## src/rtl/cp0_pkg.sv

```systemverilog
// cp0_pkg: shared constants for the coprocessor-0 block.
//   - CP0 register numbers used by mfc0/mtc0
//   - ExcCode values delivered by the pipeline
//   - SR/Cause bit positions and packing helpers for the read path
package cp0_pkg;

  localparam logic [4:0] REG_COUNT   = 5'd9;
  localparam logic [4:0] REG_COMPARE = 5'd11;
  localparam logic [4:0] REG_SR      = 5'd12;
  localparam logic [4:0] REG_CAUSE   = 5'd13;
  localparam logic [4:0] REG_EPC     = 5'd14;
  localparam logic [4:0] REG_PRID    = 5'd15;

  localparam logic [4:0] EXC_INT  = 5'd0;
  localparam logic [4:0] EXC_ADEL = 5'd4;
  localparam logic [4:0] EXC_ADES = 5'd5;
  localparam logic [4:0] EXC_RI   = 5'd10;
  localparam logic [4:0] EXC_OV   = 5'd12;

  // Widest supported interrupt vector; IM/IP live in bits 15:10.
  localparam int MAX_INT      = 6;
  localparam int SR_IE_BIT    = 0;
  localparam int SR_EXL_BIT   = 1;
  localparam int IM_LO        = 10;
  localparam int IM_HI        = 15;
  localparam int CAUSE_EXC_LO = 2;
  localparam int CAUSE_BD_BIT = 31;

  function automatic logic [31:0] pack_sr(input logic [MAX_INT-1:0] im,
                                          input logic exl, input logic ie);
    return {16'b0, im, 8'b0, exl, ie};
  endfunction

  function automatic logic [31:0] pack_cause(input logic bd,
                                             input logic [MAX_INT-1:0] ip,
                                             input logic [4:0] exc);
    return {bd, 15'b0, ip, 3'b0, exc, 2'b0};
  endfunction

endpackage

```

## src/rtl/cp0_timer.sv

```systemverilog
// cp0_timer: Count/Compare timer for coprocessor 0.
//   clk, reset      : clock, asynchronous active-high reset
//   count_we        : mtc0 to Count (already gated by entry)
//   compare_we      : mtc0 to Compare (already gated by entry)
//   wr_data         : mtc0 data
//   count, compare  : current register contents for mfc0
//   timer_pend      : sticky timer interrupt, cleared by a Compare write
module cp0_timer (
  input  logic        clk,
  input  logic        reset,
  input  logic        count_we,
  input  logic        compare_we,
  input  logic [31:0] wr_data,
  output logic [31:0] count,
  output logic [31:0] compare,
  output logic        timer_pend
);

  logic [31:0] count_nxt;

  // A software write replaces the increment for that edge; the match is
  // taken against whatever Count becomes.
  assign count_nxt = count_we ? wr_data : count + 32'd1;

  always_ff @(posedge clk or posedge reset) begin
    if (reset) begin
      count      <= '0;
      compare    <= '0;
      timer_pend <= 1'b0;
    end else begin
      count <= count_nxt;
      if (compare_we) begin
        compare    <= wr_data;
        timer_pend <= 1'b0;
      end else if (count_nxt == compare) begin
        timer_pend <= 1'b1;
      end
    end
  end

endmodule

```

## src/rtl/cp0_ctrl.sv

```systemverilog
// cp0_ctrl: coprocessor 0 for the pipelined MIPS core, sitting beside the
// M stage. Holds SR, Cause, EPC, PRId and (with CP0_TIMER_EN defined) the
// Count/Compare timer. Decides interrupt/exception entry for the M-stage
// instruction and services mfc0, mtc0 and eret.
//   clk, reset     : clock, asynchronous active-high reset
//   rd_addr        : mfc0 register number
//   wr_addr, wr_data, we : mtc0 port
//   pc_m, in_delay_slot, exc_code, eret : M-stage instruction status
//   hw_int[N_INT]  : level-sensitive external interrupt lines
//   int_req        : take the handler this cycle (combinational)
//   epc_out        : current EPC
//   rd_data        : mfc0 read data (combinational, no write bypass)
// Optional feature macro: CP0_TIMER_EN (Count=9, Compare=11, timer on
// interrupt line N_INT-1).
module cp0_ctrl
  import cp0_pkg::*;
#(
  parameter int          N_INT      = 6,
  parameter logic [31:0] PRID_VALUE = 32'h12345678
) (
  input  logic             clk,
  input  logic             reset,
  input  logic [4:0]       rd_addr,
  input  logic [4:0]       wr_addr,
  input  logic [31:0]      wr_data,
  input  logic             we,
  input  logic [31:0]      pc_m,
  input  logic             in_delay_slot,
  input  logic [4:0]       exc_code,
  input  logic             eret,
  input  logic [N_INT-1:0] hw_int,
  output logic             int_req,
  output logic [31:0]      epc_out,
  output logic [31:0]      rd_data
);

  // Implemented IM/IP bits; the rest stay zero.
  localparam logic [MAX_INT-1:0] INT_MASK = {MAX_INT{1'b1}} >> (MAX_INT - N_INT);

  logic [MAX_INT-1:0] im;
  logic [MAX_INT-1:0] ip;
  logic [MAX_INT-1:0] ipv;
  logic               exl;
  logic               ie;
  logic               bd;
  logic [4:0]         exc_field;
  logic [31:0]        epc;
  logic               irq;
  logic               exc;
  logic               wr_ok;

`ifdef CP0_TIMER_EN
  logic [31:0] count;
  logic [31:0] compare;
  logic        timer_pend;

  cp0_timer u_timer (
    .clk        (clk),
    .reset      (reset),
    .count_we   (wr_ok && (wr_addr == REG_COUNT)),
    .compare_we (wr_ok && (wr_addr == REG_COMPARE)),
    .wr_data    (wr_data),
    .count      (count),
    .compare    (compare),
    .timer_pend (timer_pend)
  );
`endif

  // Live pending vector; the timer shares the highest interrupt line.
  always_comb begin
    ipv = '0;
    ipv[N_INT-1:0] = hw_int;
`ifdef CP0_TIMER_EN
    ipv[N_INT-1] = hw_int[N_INT-1] | timer_pend;
`endif
  end

  assign irq     = (|(ipv & im)) & ie & ~exl;
  assign exc     = |exc_code;
  assign int_req = irq | exc;
  assign wr_ok   = we & ~int_req;
  assign epc_out = epc;

  always_ff @(posedge clk or posedge reset) begin
    if (reset) begin
      im        <= '0;
      ip        <= '0;
      exl       <= 1'b0;
      ie        <= 1'b0;
      bd        <= 1'b0;
      exc_field <= '0;
      epc       <= '0;
    end else begin
      ip <= ipv;
      if (int_req) begin
        // Entry beats eret and mtc0 on the same edge.
        exl       <= 1'b1;
        exc_field <= irq ? EXC_INT : exc_code;
        bd        <= in_delay_slot;
        // pc_m is masked rather than sliced so the low bits are dropped
        // explicitly; a delay-slot instruction restarts at its branch.
        epc       <= (pc_m & 32'hFFFF_FFFC) - (in_delay_slot ? 32'd4 : 32'd0);
      end else begin
        if (eret) begin
          exl <= 1'b0;
          bd  <= 1'b0;
        end
        // Placed after eret so an SR write's EXL takes precedence.
        if (we) begin
          case (wr_addr)
            REG_SR: begin
              im  <= wr_data[IM_HI:IM_LO] & INT_MASK;
              exl <= wr_data[SR_EXL_BIT];
              ie  <= wr_data[SR_IE_BIT];
            end
            REG_EPC: epc <= wr_data;
            default: ;
          endcase
        end
      end
    end
  end

  always_comb begin
    rd_data = '0;
    case (rd_addr)
      REG_SR:    rd_data = pack_sr(im, exl, ie);
      REG_CAUSE: rd_data = pack_cause(bd, ip, exc_field);
      REG_EPC:   rd_data = epc;
      REG_PRID:  rd_data = PRID_VALUE;
`ifdef CP0_TIMER_EN
      REG_COUNT:   rd_data = count;
      REG_COMPARE: rd_data = compare;
`endif
      default:   rd_data = '0;
    endcase
  end

endmodule
```

## config.mk

```make
export PLATFORM = sky130hd
export DESIGN_NAME = cp0_ctrl
export DESIGN_NICKNAME = d
export VERILOG_FILES = /design/src/rtl/cp0_pkg.sv /design/src/rtl/cp0_timer.sv /design/src/rtl/cp0_ctrl.sv
export SDC_FILE = /design/constraint.sdc
export NUM_CORES = 1
export LEC_CHECK = 0
export CAP_MARGIN = 25
export CORE_MARGIN = 4
export CORE_UTILIZATION = 37
export DETAILED_ROUTE_END_ITERATION = 16
export GPL_TIMING_DRIVEN = 0
export PLACE_DENSITY = 0.77
export SYNTH_ARGS = -nofsm -noshare
export SYNTH_HDL_FRONTEND = slang
export SYNTH_SLANG_ARGS = --single-unit
```

## constraint.sdc

```tcl
create_clock -name clk -period 1.9 [get_ports clk]
set_input_delay 0.38 -clock clk [delete_from_list [all_inputs] [get_ports clk]]
set_output_delay 0.38 -clock clk [all_outputs]
set_load 0.01 [all_outputs]
```

Yosys cells after proc, flatten, opt, wreduce, memory -nomap -nowiden
Index checks and enable logic that the tools add are counted.
- register bits after elaboration: 52
- bits of input ports: 90
- output and inout bits: 65
- logic and storage cells: 39
- add/subtract/negate cells: 1
- equality and inequality tests: 6
- muxes and demuxes: 12
- bitwise logic cells: 6
- reduce and logical (&&, ||, !) cells: 7
- operator list (cell ; number):
    32-bit one-hot mux with 4 select lines ; 1
    32-bit 2-to-1 mux ; 3
    32-bit by 3-bit subtractor with 32-bit output ; 1
    5-bit by 4-bit equality test with 1-bit output (second input constant) ; 6
    6-bit AND ; 1
    1-bit 2-to-1 mux ; 6
    2-bit nonzero test ; 3
    6-bit OR reduction ; 1
    5-bit 2-to-1 mux ; 1
    5-bit OR reduction ; 1
    3-bit 2-to-1 mux ; 1
    3-bit AND reduction ; 1
    1-bit AND ; 2
    1-bit inverter ; 2
    2-bit AND reduction ; 1
    1-bit bitwise OR ; 1

Logic depth before layout (Yosys ltp)
- depth in word-level cells: 7
- depth in mapped cells: 8
- depth with buffers taken out: 8

Least setup slack after synthesis
No wires, ideal clock.
- path type: in2reg
- start: in pc_m[6]
- end: reg epc[21] (netlist: epc_out[21])
- library setup time: 131 ps
- arrival: 2073 ps
- required time: 1769 ps
- setup slack: -304 ps
- stages on the path: 6
- buffers on the path: 1
- cell sequence: or4_1 > buf_2 > or4_4 > nor4_4 > xnor2_1 > mux2i_1
- word-level cells in the longest chain between the ends: 2
- ends and longest elaborated chain (element ; RTL line ; source):
    from (decl) ; cp0_ctrl.sv:27 ; input logic [31:0] pc_m,
    32-bit by 3-bit subtractor with 32-bit output ; cp0_ctrl.sv:102 ; epc <= (pc_m & 32'hFFFF_FFFC) - (in_delay_slot ? 32'd4 : 32'd0);
    32-bit 2-to-1 mux ; cp0_ctrl.sv:95 ; if (int_req) begin
    to (signal assigned) ; cp0_ctrl.sv:102 ;
    to (signal assigned) ; cp0_ctrl.sv:116 ; REG_EPC: epc <= wr_data;
    to (decl) ; cp0_ctrl.sv:47 ; logic [31:0] epc;
Every way passes these cells.
A chain may end at the register's enable or synchronous reset.

Worst setup path after layout
- start: reg im[0]
- end: out int_req
- word-level cells in the longest chain between the ends: 5
- ends and longest elaborated chain (element ; RTL line ; source):
    from (decl) ; cp0_ctrl.sv:40 ; logic [MAX_INT-1:0] im;
    from (signal assigned) ; cp0_ctrl.sv:112 ; im <= wr_data[IM_HI:IM_LO] & INT_MASK;
    6-bit AND ; cp0_ctrl.sv:78 ; assign irq = (|(ipv & im)) & ie & ~exl;
    6-bit OR reduction ; cp0_ctrl.sv:78 ;
    1-bit AND (2 in a row) ; cp0_ctrl.sv:78 ;
    1-bit bitwise OR ; cp0_ctrl.sv:80 ; assign int_req = irq | exc;
    to (decl) ; cp0_ctrl.sv:32 ; output logic int_req,
Every way passes these cells.

==> key figures <==
Worst setup path
  – CP max stage delay: 0.41 ns
  – CP Data Required Time: 1.52 ns
  – Worst Setup End Kind: output pin
  – Slowest cell on crit path: dfrtp_1
  – Reg2Reg Setup Slack: -0.10 ns
  – Crit start category: flop
  – Cell family with most CP delay: flip-flops
  – CP cell instances: a22oi_2 > a311oi_2 > nor3_2 > buf_4 > inv_4 > buf_6
  – Number of buffers and inverters on the critical path: 3
  – Crit Path Class: reg2out
  – Worst-path maximum fanout: 3
  – Worst path arrival time: 1.68 ns

Synth
  – Syn_nets: 432
  – Synth cell types: 39
  – Ys async rst share: 100%
  – Register area share after synthesis: 40.4%
  – Mapped Cells: 340
  – Main synth FF type: dfrtp_1
  – Synthesized area per cell: 9.47 um2
  – Synthesized cell area: 3220 um2
  – Yosys warns: 0
  – Number of flops mapped to enable cells by yosys: 0
  – Yosys reg bits: 52

STA
  – Achievable Freq: 484 MHz
  – Fin. Hold Viols: 0
  – Worst-Margin Slew: 0.596 ns
  – RSZ-0062 raised after global routing: yes
  – Fin worst setup slack: -0.164 ns
  – Final Max Tran Viols: 0
  – Setup TNS: -2.07 ns
  – Final Skew: 0.00852 ns
  – Tmin final: 2.06 ns
  – Final worst-path cycle share: 109%
  – Final hold slack: 0.315 ns
  – Final setup fails: 35
  – Slew margin rel.: 60.1%

Power and ir drop
  – Power density over cell area: 446 nW/um2
  – Internal power: 1.80 mW
  – Clock power frac: 26.0%
  – Switching Fraction: 28.7%
  – VDD IR max: 331 uV
  – Total power draw: 2.52 mW
  – Combinational cell fraction of total power: 25.9%
  – Seq pwr share: 48.1%
  – Net Sw Power: 0.723 mW
  – Leak: 2.61 nW

Detailed routing
  – Final ANT Viol Nets: 0
  – Total number of vias: 3327
  – Routed WL: 11.9 mm
  – DRT iter0 DRCs: 97
  – Via/cell ratio: 5.24
  – WL per Instance: 18.7 um
  – Pre-Repair DR Iteration Count: 4
  – Residual DRC: 0

Placed design
  – Pre-CTS setup slack: -1.54 ns
  – IO Port Bufs: 152
  – HPWL after DPL: 8.48 mm
  – Routability cong.: 0.951

Cells and area
  – Area delta synth->final: 75.4%
  – Layout cells sized above 1: 27.7%
  – # fillers: 654
  – Commonest non-fill, non-tap cell in the layout: clkdlybuf4s50_1
  – Final Util: 67.7%
  – Diode count: 0
  – Final nets: 621
  – Leading cell types in the layout, fill and taps excluded: 87 x clkdlybuf4s50_1, 57 x mux2i_1, 52 x dfrtp_1, 43 x nor2_1

Clocking
  – CTS tree: built
  – Max Root-Sink Buffers: 2
  – Total clock sinks: 52
  – Clk_lat worst skew: 0.31 ns
  – Root buf cell: clkbuf_8
  – Count of hold-fix buffers inserted at cts: 0
  – Clock Pin Slew Worst Setup and Hold Paths: 0.10 ns
  – Num CTS Buffers: 5
  – H-tree levels: 2

Floorplanning
  – Die X: 101 um
  – Site row count: 33
  – CORE AREA: 8340 um2
  – Die Height: 101 um
  – Initial core utilization: 38.6%
  – Die area: 10300 um2
  – I/O pin cnt: 155

GRT
  – Wire length of the first global-routing pass: 17.8 mm
  – GRT overflow: 0
  – Largest net degree at the start of global routing: 38
  – Total Routing Usage GR: 22.1%
  – Vias in the first global route: 3570
  – Initial antenna violation count: 0

Min path
  – Hold/Removal Path Class: in2reg

Flow run
  – Max Cap Viol: 0

Run status
  – Failing checks: negative setup slack
  – Outcome: finished with violations
-- logic make-up (layout without fill, tap and decap cells) --
logic type / after synthesis / in the layout / synth area share, %
fa+ha+maj: 2 / 2 / 0.777
buf+inv: 26 / 216 / 3.15
flops: 52 / 52 / 40.4
compound gates: 38 / 38 / 6.92
xor+xnor: 27 / 27 / 7.35
simple gates: 131 / 131 / 21.2
mux: 64 / 64 / 20.2
-- worst paths after layout --
path | from | cells after the start | endpoint
max | im[0]$_DFFE_PP0P_ | 6 | int_req
min | in_delay_slot | 3 | bd$_DFFE_PP0P_
max in group asynchronous | reset | 3 | im[2]$_DFFE_PP0P_
min reg2reg | exc_field[2]$_DFFE_PP0N_ | 2 | exc_field[2]$_DFFE_PP0N_
min in group asynchronous | reset | 2 | epc_out[24]$_DFFE_PP0P_
max reg2reg | im[0]$_DFFE_PP0P_ | 8 | im[2]$_DFFE_PP0P_
-- what timing repair did --
item | 4_1_cts | 5_1_grt
setup endpoints to repair | 74 | 67
hold endpoints to repair | 0 | 0
cloned | 2 | 3
resized for setup | 217 | 82
setup buffers | 13 | 14
pin swaps | 19 | 10
-- final cells by class --
type | instances | area, um2 | share of cell area [%]
sequential | 52 | 1300 | 23.0
buffer | 14 | 174 | 3.08
timing repair buffer | 185 | 1820 | 32.3
clock inverter | 3 | 22.5 | 0.399
tap | 105 | 131 | 2.33
inverter | 9 | 36.3 | 0.643
multi-input combinational | 262 | 2090 | 37.0
clock buffer | 5 | 68.8 | 1.22
-- stage by stage --
stage | cell area, um2 | cells
global placement | 4890 | 597
CTS | 5280 | 619
detailed placement | 4910 | 598
floorplan | 3240 | 340
global route | 5650 | 635
finish | 5650 | 635
-- metal layers --
metal  up-vias  part of all wire, %  track usage, %
li1       1567                    -               -
met1      1628                   42            28.3
met2       121                   50            38.4
met3        11                  6.6            4.75
met4         0                 0.98            4.29
met5         -                    0               0
-- cell usage after synthesis (2+ instances only) --
| cell type | n | area, um2 |
|---|---|---|
| a211oi_1 | 3 | 22.5 |
| a21oi_1 | 19 | 95.1 |
| a22oi_1 | 5 | 37.5 |
| and2_1 | 12 | 75.1 |
| buf_1 | 4 | 15.0 |
| buf_2 | 3 | 15.0 |
| clkbuf_1 | 10 | 37.5 |
| dfrtp_1 | 52 | 1300 |
| ha_1 | 2 | 25.0 |
| inv_1 | 8 | 30.0 |
| mux2_1 | 7 | 78.8 |
| mux2i_1 | 57 | 571 |
| nand2_1 | 16 | 60.1 |
| nand2b_1 | 3 | 18.8 |
| nand3_1 | 3 | 15.0 |
| nand3b_1 | 2 | 15.0 |
| nand4_1 | 7 | 43.8 |
| nor2_1 | 53 | 199 |
| nor2b_1 | 5 | 31.3 |
| nor3_1 | 10 | 50.1 |
| nor4_1 | 3 | 18.8 |
| nor4_2 | 3 | 37.5 |
| o21ai_0 | 5 | 25.0 |
| o21ai_1 | 3 | 15.0 |
| or3_1 | 4 | 25.0 |
| or4_1 | 3 | 22.5 |
| xnor2_1 | 5 | 43.8 |
| xor2_1 | 22 | 193 |
-- worst reg2reg max path: cells and delay by family, from the launching register on --
| kind | cells | cell delay [ns] |
|---|---|---|
| mux | 1 | 0.34 |
| buf+inv | 3 | 0.41 |
| compound gates | 2 | 0.41 |
| flops | 1 | 0.41 |
| simple gates | 2 | 0.31 |
-- flip-flops by register name (all words and copies together), names as in the netlist --
signal	cells
ie	1
exc_field	5
epc_out	32
bd	1
ip	6
exl	1
im	6
-- power groups by stage --
stage	registers (mW)	logic, mW	clock network, mW
global placement	1.23	0.582	0
CTS	1.21	0.615	0.678
detailed placement	1.23	0.597	0
global route	1.22	0.706	0.712
finish	1.21	0.653	0.655
floorplan	1.24	0.194	0
Power figures use the tool's default switching activity.
